--- src/rtl/alu_operand_sequencer.sv ---
// alu_operand_sequencer
//   Issue stage in front of a combinational ALU. It accepts a request over a
//   valid/ready handshake and registers the operands and function onto the
//   ALU inputs. It holds them for SETTLE cycles, then captures the ALU result
//   into a first-word-fall-through result FIFO that is drained downstream.
//
// Ports
//   clk, rst_n                  clock, asynchronous active-low reset
//   req_valid/req_ready         request handshake
//   req_a, req_b, req_func      request operands and function code
//   alu_a, alu_b, alu_func      registered ALU inputs, held until the next accept
//   alu_out                     combinational ALU result
//   res_valid/res_ready         result handshake (FIFO head)
//   res_out, res_func           FIFO head: result and the function that produced it
//   busy                        high while an op is settling
//   op_count                    completed captures, wraps at 256
//
// state | meaning
// IDLE  | waiting for a request; accepts when the FIFO has room
// WAIT  | ALU inputs held; settle counter runs down, capture on count==1
module alu_operand_sequencer #(
    parameter int W      = 2,
    parameter int FUNC_W = 4,
    parameter int SETTLE = 1,
    parameter int DEPTH  = 4
) (
    input  logic              clk,
    input  logic              rst_n,
    input  logic              req_valid,
    output logic              req_ready,
    input  logic [W-1:0]      req_a,
    input  logic [W-1:0]      req_b,
    input  logic [FUNC_W-1:0] req_func,
    output logic [W-1:0]      alu_a,
    output logic [W-1:0]      alu_b,
    output logic [FUNC_W-1:0] alu_func,
    input  logic [W-1:0]      alu_out,
    output logic              res_valid,
    input  logic              res_ready,
    output logic [W-1:0]      res_out,
    output logic [FUNC_W-1:0] res_func,
    output logic              busy,
    output logic [7:0]        op_count
);
    localparam int PW = $clog2(DEPTH);

    typedef enum logic {IDLE, WAIT} state_t;

    state_t            state, state_nxt;
    logic [3:0]        settle_cnt, settle_cnt_nxt;
    logic              accept, capture, pop;

    logic [W-1:0]      res_mem  [DEPTH];
    logic [FUNC_W-1:0] func_mem [DEPTH];
    logic [PW-1:0]     wr_ptr, rd_ptr;
    logic [PW:0]       fifo_count;

    assign req_ready = (state == IDLE) && (fifo_count < (PW+1)'(DEPTH));
    assign busy      = (state == WAIT);
    assign res_valid = (fifo_count != '0);
    assign res_out   = res_mem[rd_ptr];
    assign res_func  = func_mem[rd_ptr];
    assign pop       = res_valid && res_ready;

    always_comb begin
        state_nxt      = state;
        settle_cnt_nxt = settle_cnt;
        accept         = 1'b0;
        capture        = 1'b0;
        case (state)
            IDLE: begin
                if (req_valid && req_ready) begin
                    accept         = 1'b1;
                    settle_cnt_nxt = 4'(SETTLE);
                    state_nxt      = WAIT;
                end
            end
            WAIT: begin
                settle_cnt_nxt = settle_cnt - 4'd1;
                if (settle_cnt == 4'd1) begin
                    capture   = 1'b1;
                    state_nxt = IDLE;
                end
            end
            default: state_nxt = IDLE;
        endcase
    end

    always_ff @(posedge clk or negedge rst_n) begin
        if (!rst_n) begin
            state      <= IDLE;
            settle_cnt <= '0;
            alu_a      <= '0;
            alu_b      <= '0;
            alu_func   <= '0;
            op_count   <= '0;
        end else begin
            state      <= state_nxt;
            settle_cnt <= settle_cnt_nxt;
            if (accept) begin
                alu_a    <= req_a;
                alu_b    <= req_b;
                alu_func <= req_func;
            end
            if (capture)
                op_count <= op_count + 8'd1;
        end
    end

    // Storage is reset so the head reads zero out of reset.
    always_ff @(posedge clk or negedge rst_n) begin
        if (!rst_n) begin
            for (int i = 0; i < DEPTH; i++) begin
                res_mem[i]  <= '0;
                func_mem[i] <= '0;
            end
            wr_ptr     <= '0;
            rd_ptr     <= '0;
            fifo_count <= '0;
        end else begin
            if (capture) begin
                res_mem[wr_ptr]  <= alu_out;
                func_mem[wr_ptr] <= alu_func;
                wr_ptr           <= wr_ptr + PW'(1);
            end
            if (pop)
                rd_ptr <= rd_ptr + PW'(1);
            case ({capture, pop})
                2'b10:   fifo_count <= fifo_count + (PW+1)'(1);
                2'b01:   fifo_count <= fifo_count - (PW+1)'(1);
                default: fifo_count <= fifo_count;
            endcase
        end
    end

    // Accept is gated on FIFO room with one op in flight, so a push into a full FIFO is a design bug.
    always @(posedge clk) begin
        if (rst_n && capture)
            assert (fifo_count != (PW+1)'(DEPTH));
    end

endmodule

--- config.mk ---
export PLATFORM = sky130hd
export DESIGN_NAME = alu_operand_sequencer
export DESIGN_NICKNAME = d
export VERILOG_FILES = /design/src/rtl/alu_operand_sequencer.sv
export SDC_FILE = /design/constraint.sdc
export NUM_CORES = 1
export LEC_CHECK = 0
export CORE_MARGIN = 8
export CORE_UTILIZATION = 50
export CTS_CLUSTER_SIZE = 30
export DETAILED_ROUTE_END_ITERATION = 10
export PLACE_DENSITY_LB_ADDON = 0.25
export SLEW_MARGIN = 0
export SYNTH_ARGS = -nofsm -noshare
export SYNTH_HDL_FRONTEND = slang
export SYNTH_SLANG_ARGS = --single-unit
--- constraint.sdc ---
create_clock -name clk -period 3.05 [get_ports clk]
set_input_delay 0.305 -clock clk [delete_from_list [all_inputs] [get_ports clk]]
set_output_delay 0.305 -clock clk [all_outputs]
set_load 0.01 [all_outputs]
==> out/summary.txt, run 1 <==
Yosys cell types -> 37
Final Instance Area -> 3060 sq um
Layout area overhead -> 20.2%
Synth area leader -> dfrtp_1
Synth Instances -> 164
share of layout cells above drive strength 1 -> 28.3%
# Post-CTS Setup Buffers -> 0
RSZ-0062 raised after global routing -> no
Arr. time, crit path -> 2.01 ns
maximum vdd drop -> 0.479 mV
all-layer global routing usage -> 13.0%
Hold Buf Count CTS -> 0
post-synth net total -> 187
H-tree Lvls -> 2
Final Net Count -> 227
post-route setup TNS -> 0 ns
WS Path Type -> flip-flop to output pin
DRT antenna net count -> 0
Core Area -> 5010 sq um
die area -> 7630 sq um
MaxCap Viol Count -> 0
Starting Density -> 50.8%
pin count of the biggest net entering global routing -> 53
initial DRC count -> 51
placed insts -> 267
maximum net fanout on the critical path -> 8
Yosys top cell area share -> 51.1%
TritonRoute pass-1 iters -> 4
Slew HR -> 23.6%
outcome -> finished, final reports clean
Fill cells -> 422
Tcrit/Tclk final -> 75.8%
routed wire length per instance -> 16.7 microns
CTS tree -> built
CTS Buffer Depth -> 2
Placement Rows -> 26
Peak Freq -> 432 MHz
gpl congestion -> 0.738
Buffers on Ports -> 38
die width -> 87.4 microns
Num CTS Buffers -> 5
total length of routed wires -> 4.61 mm
register area -> 1300 sq um
worst skew pair latency -> 0.30 ns
IO Count -> 39
TritonCTS Sinks -> 52
number of synthesis warnings -> 0
Max Slew Vio Count -> 0
Period minus WS final -> 2.31 ns
Final Hold Viols -> 0
antenna violations before repair -> 0
Ant. Diodes -> 0
Worst Tran Pin Value -> 1.15 ns
placed cell area -> 2950 sq um
post-synthesis sequential area ratio -> 51.1%
top post-synthesis cells by area -> dfrtp_1, mux2_4, mux4_2
Total Power -> 3180 uW
flip-flop and latch count after synthesis -> 52
Pwr Density -> 1040 nW/um^2
leakage power -> 0.00139 uW
global-route wire length before repair -> 7.73 mm
Req. time, crit path -> 2.74 ns
startpoint types -> flip-flop
Mapped Area -> 2550 sq um
area of the multi-input gates -> 1150 sq um
CTS resizes -> 0
Fin Clk Skew -> 0.00704 ns
clock-pin slew on the worst setup and hold paths -> 0.09 ns
Vias per Instance -> 5.05
die height -> 87.4 microns
non-filler instance count after layout -> 275
Hold WC Path Type -> input pin to asynchronous set/reset pin
vias -> 1,390
DPL Wire Length -> 3.36 mm
vias in the first global route -> 1,548
number of endpoints failing setup at the final stage -> 0
DRC -> 0
Setup crit end kind -> output pin
Synth Area per Inst -> 15.5 sq um
GRT overflow -> 0
CTS Root Cell -> clkbuf_8
area by class of cell:
cell class / count / share of cell area [%]
Clock buffer: 6 / 2.37
Inverter: 8 / 0.981
Timing Repair Buffer: 39 / 12.5
Clock inverter: 2 / 1.14
Sequential cell: 52 / 42.5
Multi-Input combinational cell: 98 / 37.6
Tap cell: 70 / 2.86
report_power, final:
| group | total, uW | switching [uW] | leakage [uW] | internal, uW |
|---|---|---|---|---|
| clock network | 458 | 214 | 0.0000552 | 244 |
| logic | 1420 | 538 | 0.000692 | 886 |
| registers | 1300 | 299 | 0.000644 | 1000 |
| total | 3180 | 1050 | 0.00139 | 2130 |
routing by layer:
metal | vias up | track usage [%] | routed length (microns) | share of wire, %
met5 | - | 0 | 0 | 0
met4 | 0 | 4.22 | 54 | 1.2
met3 | 6 | 4.06 | 214 | 4.6
met2 | 23 | 21.4 | 2350 | 51
met1 | 716 | 15.7 | 1980 | 43
li1 | 645 | - | - | -
state kept, by name (all words and copies together) (netlist names):
| name | cells |
|---|---|
| res_mem | 8 |
| fifo_count | 3 |
| alu_func | 4 |
| alu_b | 2 |
| wr_ptr | 2 |
| func_mem | 16 |
| alu_a | 2 |
| settle_cnt | 4 |
| busy | 1 |
| op_count | 8 |
| rd_ptr | 2 |
cells by family after synthesis:
group / after synthesis / synth area share [%]
flip-flops: 52 / 51.1
multiplexers: 39 / 23.4
AO/OA/AOI/OAI: 7 / 1.72
XOR/XNOR: 14 / 5.11
buffers and inverters: 14 / 3.69
adder cells (fa/ha/maj): 9 / 4.72
AND/OR/NAND/NOR: 29 / 10.2
critical path: stages (launching register included):
cell and delay [ns]:
dfrtp_1 0.64, mux4_2 0.57, clkdlybuf4s50_1 0.49
layout by cell type, fill, tap and decap left out, types with 3 or more instances in the layout:
cell type / Yosys / layout
clkbuf_8: 0 / 5
clkdlybuf4s50_1: 0 / 37
dfrtp_1: 52 / 52
ha_1: 8 / 8
inv_1: 8 / 8
mux2_2: 8 / 8
mux2_4: 24 / 24
mux4_2: 6 / 6
nand2_1: 6 / 6
nand2_8: 4 / 4
nand3_2: 3 / 3
nor2_1: 4 / 4
xnor2_1: 8 / 8
xor2_1: 5 / 5
worst paths after layout:
check,from,endpoint,slack (ns),cells past startpoint
min in group clk,op_count[7]$_DFFE_PN0P_,op_count[7]$_DFFE_PN0P_,0.51,1
max,rd_ptr[0]$_DFFE_PN0P_,res_func[2],0.74,2
min,rst_n,res_mem[5]$_DFFE_PN0P_,0.22,1
max reg2reg,settle_cnt[0]$_DFFE_PN0P_,fifo_count[2]$_DFFE_PN0P_,1.01,9
min reg2reg,op_count[7]$_DFFE_PN0P_,op_count[7]$_DFFE_PN0P_,0.51,1
max in group asynchronous,rst_n,alu_func[2]$_DFFE_PN0P_,2.12,1
metrics by stage:
stage	util, %	hold slack (ns)	setup slack [ns]
after floorplan	-	0.00941	0.866
after global placement	58.9	0.476	0.973
after detailed placement	58.9	0.492	0.885
after CTS	61.1	0.260	0.688
after global routing	61.1	0.318	0.618
final	61.1	0.222	0.737
synthesized netlist by cell type:
library cell / count
dfrtp_1: 52
mux2_4: 24
ha_1: 8
inv_1: 8
mux2_2: 8
xnor2_1: 8
mux4_2: 6
nand2_1: 6
xor2_1: 5
nand2_8: 4
nor2_1: 4
nand3_2: 3
buf_12: 2
buf_4: 2
o21ai_0: 2
a21o_1: 1
a21oi_1: 1
and2_1: 1
and3_1: 1
and4_1: 1
and4bb_4: 1
buf_1: 1
buf_2: 1
fa_1: 1
mux2_1: 1
nand2b_1: 1
nand3b_1: 1
nand4_1: 1
nand4_4: 1
nor3_1: 1
nor3b_2: 1
o21ai_1: 1
o31a_1: 1
o31ai_1: 1
or3_1: 1
or4b_1: 1
xnor2_2: 1
Note: power is estimated with default switching activity, not from simulation.
==> inputs of run 2 (changes only) <==
CORE_UTILIZATION = 48   (was 50)
clock period = 2 ns   (was 3.05 ns; I/O delays follow)
==> out/summary.txt, run 2 (synthesis gave the netlist of run 1 again) <==
outcome -> finished, final reports clean
CTS tree -> built
fin worst setup slack -> 0.0876 ns
TritonRoute pass-1 iters -> 4
startpoint types -> flip-flop
H-tree Lvls -> 2
post-route setup TNS -> 0 ns
die area -> 7890 sq um
routed wire length per instance -> 17.0 microns
non-filler instance count after layout -> 282
share of layout cells above drive strength 1 -> 34.4%
Fill cells -> 425
worst r2r path cells -> 10
Req. time, crit path -> 1.80 ns
initial DRC count -> 28
Tcrit/Tclk final -> 95.6%
die height -> 88.8 microns
number of endpoints failing setup at the final stage -> 0
maximum net fanout on the critical path -> 4
Final Hold Viols -> 0
DRC -> 0
Top reg by flops -> func_mem
Layout area overhead -> 23.1%
vias in the first global route -> 1,617
R2R setup slack -> 0.11 ns
gpl congestion -> 0.745
IO Count -> 39
Final Instance Area -> 3140 sq um
worst hold slack -> 0.00749 ns
Period minus WS final -> 1.91 ns
global-route wire length before repair -> 8.07 mm
Hold Buf Count CTS -> 0
clock-pin slew on the worst setup and hold paths -> 0.09 ns
die width -> 88.8 microns
Final Net Count -> 236
all-layer global routing usage -> 13.5%
Buffers on Ports -> 38
maximum vdd drop -> 0.769 mV
GRT overflow -> 0
pin count of the biggest net entering global routing -> 53
most common cell after layout, fill and taps aside -> dfrtp_1
placed insts -> 271
DRT antenna net count -> 0
CTS Root Cell -> clkbuf_8
Ant. Diodes -> 0
Setup crit end kind -> output pin
Pwr Density -> 1570 nW/um^2
total length of routed wires -> 4.81 mm
crit path from -> rd_ptr[0]$_DFFE_PN0P_
CTS Buffer Depth -> 2
placed cell area -> 3000 sq um
Worst Tran Pin Value -> 0.664 ns
DPL Wire Length -> 3.42 mm
FF-to-FF End -> fifo_count[2]$_DFFE_PN0P_
Hold WC Path Type -> input pin to asynchronous set/reset pin
leakage power -> 0.00144 uW
antenna violations before repair -> 0
Max Slew Vio Count -> 0
reg-to-reg startpoint -> settle_cnt[1]$_DFFE_PN0P_
TritonCTS Sinks -> 52
Core Area -> 5110 sq um
Num CTS Buffers -> 5
Placement Rows -> 26
Fin Clk Skew -> 0.00524 ns
MaxCap Viol Count -> 0
Peak Freq -> 523 MHz
commonest cells after routing, fill and taps aside -> dfrtp_1, clkdlybuf4s50_1, mux2_4
worst skew pair latency -> 0.30 ns
WS Path Type -> flip-flop to output pin
Starting Density -> 49.9%
Slew HR -> 55.8%
vias -> 1,425
dpl ws -> 0.0576 ns
Arr. time, crit path -> 1.71 ns
Vias per Instance -> 5.05
max reg flops -> 16
largest registers -> func_mem: 16 flops, op_count: 8 flops, res_mem: 8 flops
## run 2: report_power, final
group,internal (uW),switching [uW]
Sequential,1530,407
Combinational,1410,909
Clock,359,319
## run 2: how the worst max path moves through the flow
stage                                           end  slack (ns)  cells after the start
after detailed placement  fifo_count[2]$_DFFE_PN0P_        0.06                      8
after floorplan           fifo_count[2]$_DFFE_PN0P_       -0.09                     11
after global routing      fifo_count[2]$_DFFE_PN0P_      -0.002                     10
after CTS                 fifo_count[2]$_DFFE_PN0P_        0.05                     10
after global placement                  res_func[3]        0.13                      2
final                                   res_func[2]        0.09                      2
## run 2: critical path, cell delays in order (launching register included)
cell,delay (ns)
dfrtp_2,0.43
mux4_2,0.50
clkdlybuf4s50_1,0.49
## run 2: timing repair
item,CTS,global route
setup endpoints to repair,6,1
gates resized for setup,5,1
gates cloned,0,0
setup buffers,3,2
pin swaps,0,1
## run 2: metrics by stage
stage	util (%)	power (uW)
5_1_grt	61.4	5280
6_report	61.4	4940
2_1_floorplan	-	3440
4_1_cts	61.1	4970
3_3_place_gp	58.8	4120
3_5_place_dp	58.8	4280
## run 2: area by class of cell
class	count	area (sq um)	share of cell area [%]
flip-flops and latches	52	1300	41.5
multi-input cells	98	1170	37.3
repair buffers	48	445	14.2
well taps	70	87.6	2.79
clock buffers	5	68.8	2.19
inverters	8	32.5	1.04
clock inverters	1	30.0	0.958
## run 2: metal layers
| metal | global-route usage, % | share of wire [%] | vias up |
|---|---|---|---|
| met2 | 21.3 | 50 | 31 |
| met1 | 16.7 | 43 | 728 |
| met5 | 0 | 0 | - |
| li1 | - | - | 662 |
| met3 | 4.83 | 6.1 | 4 |
| met4 | 4.15 | 0.83 | 0 |
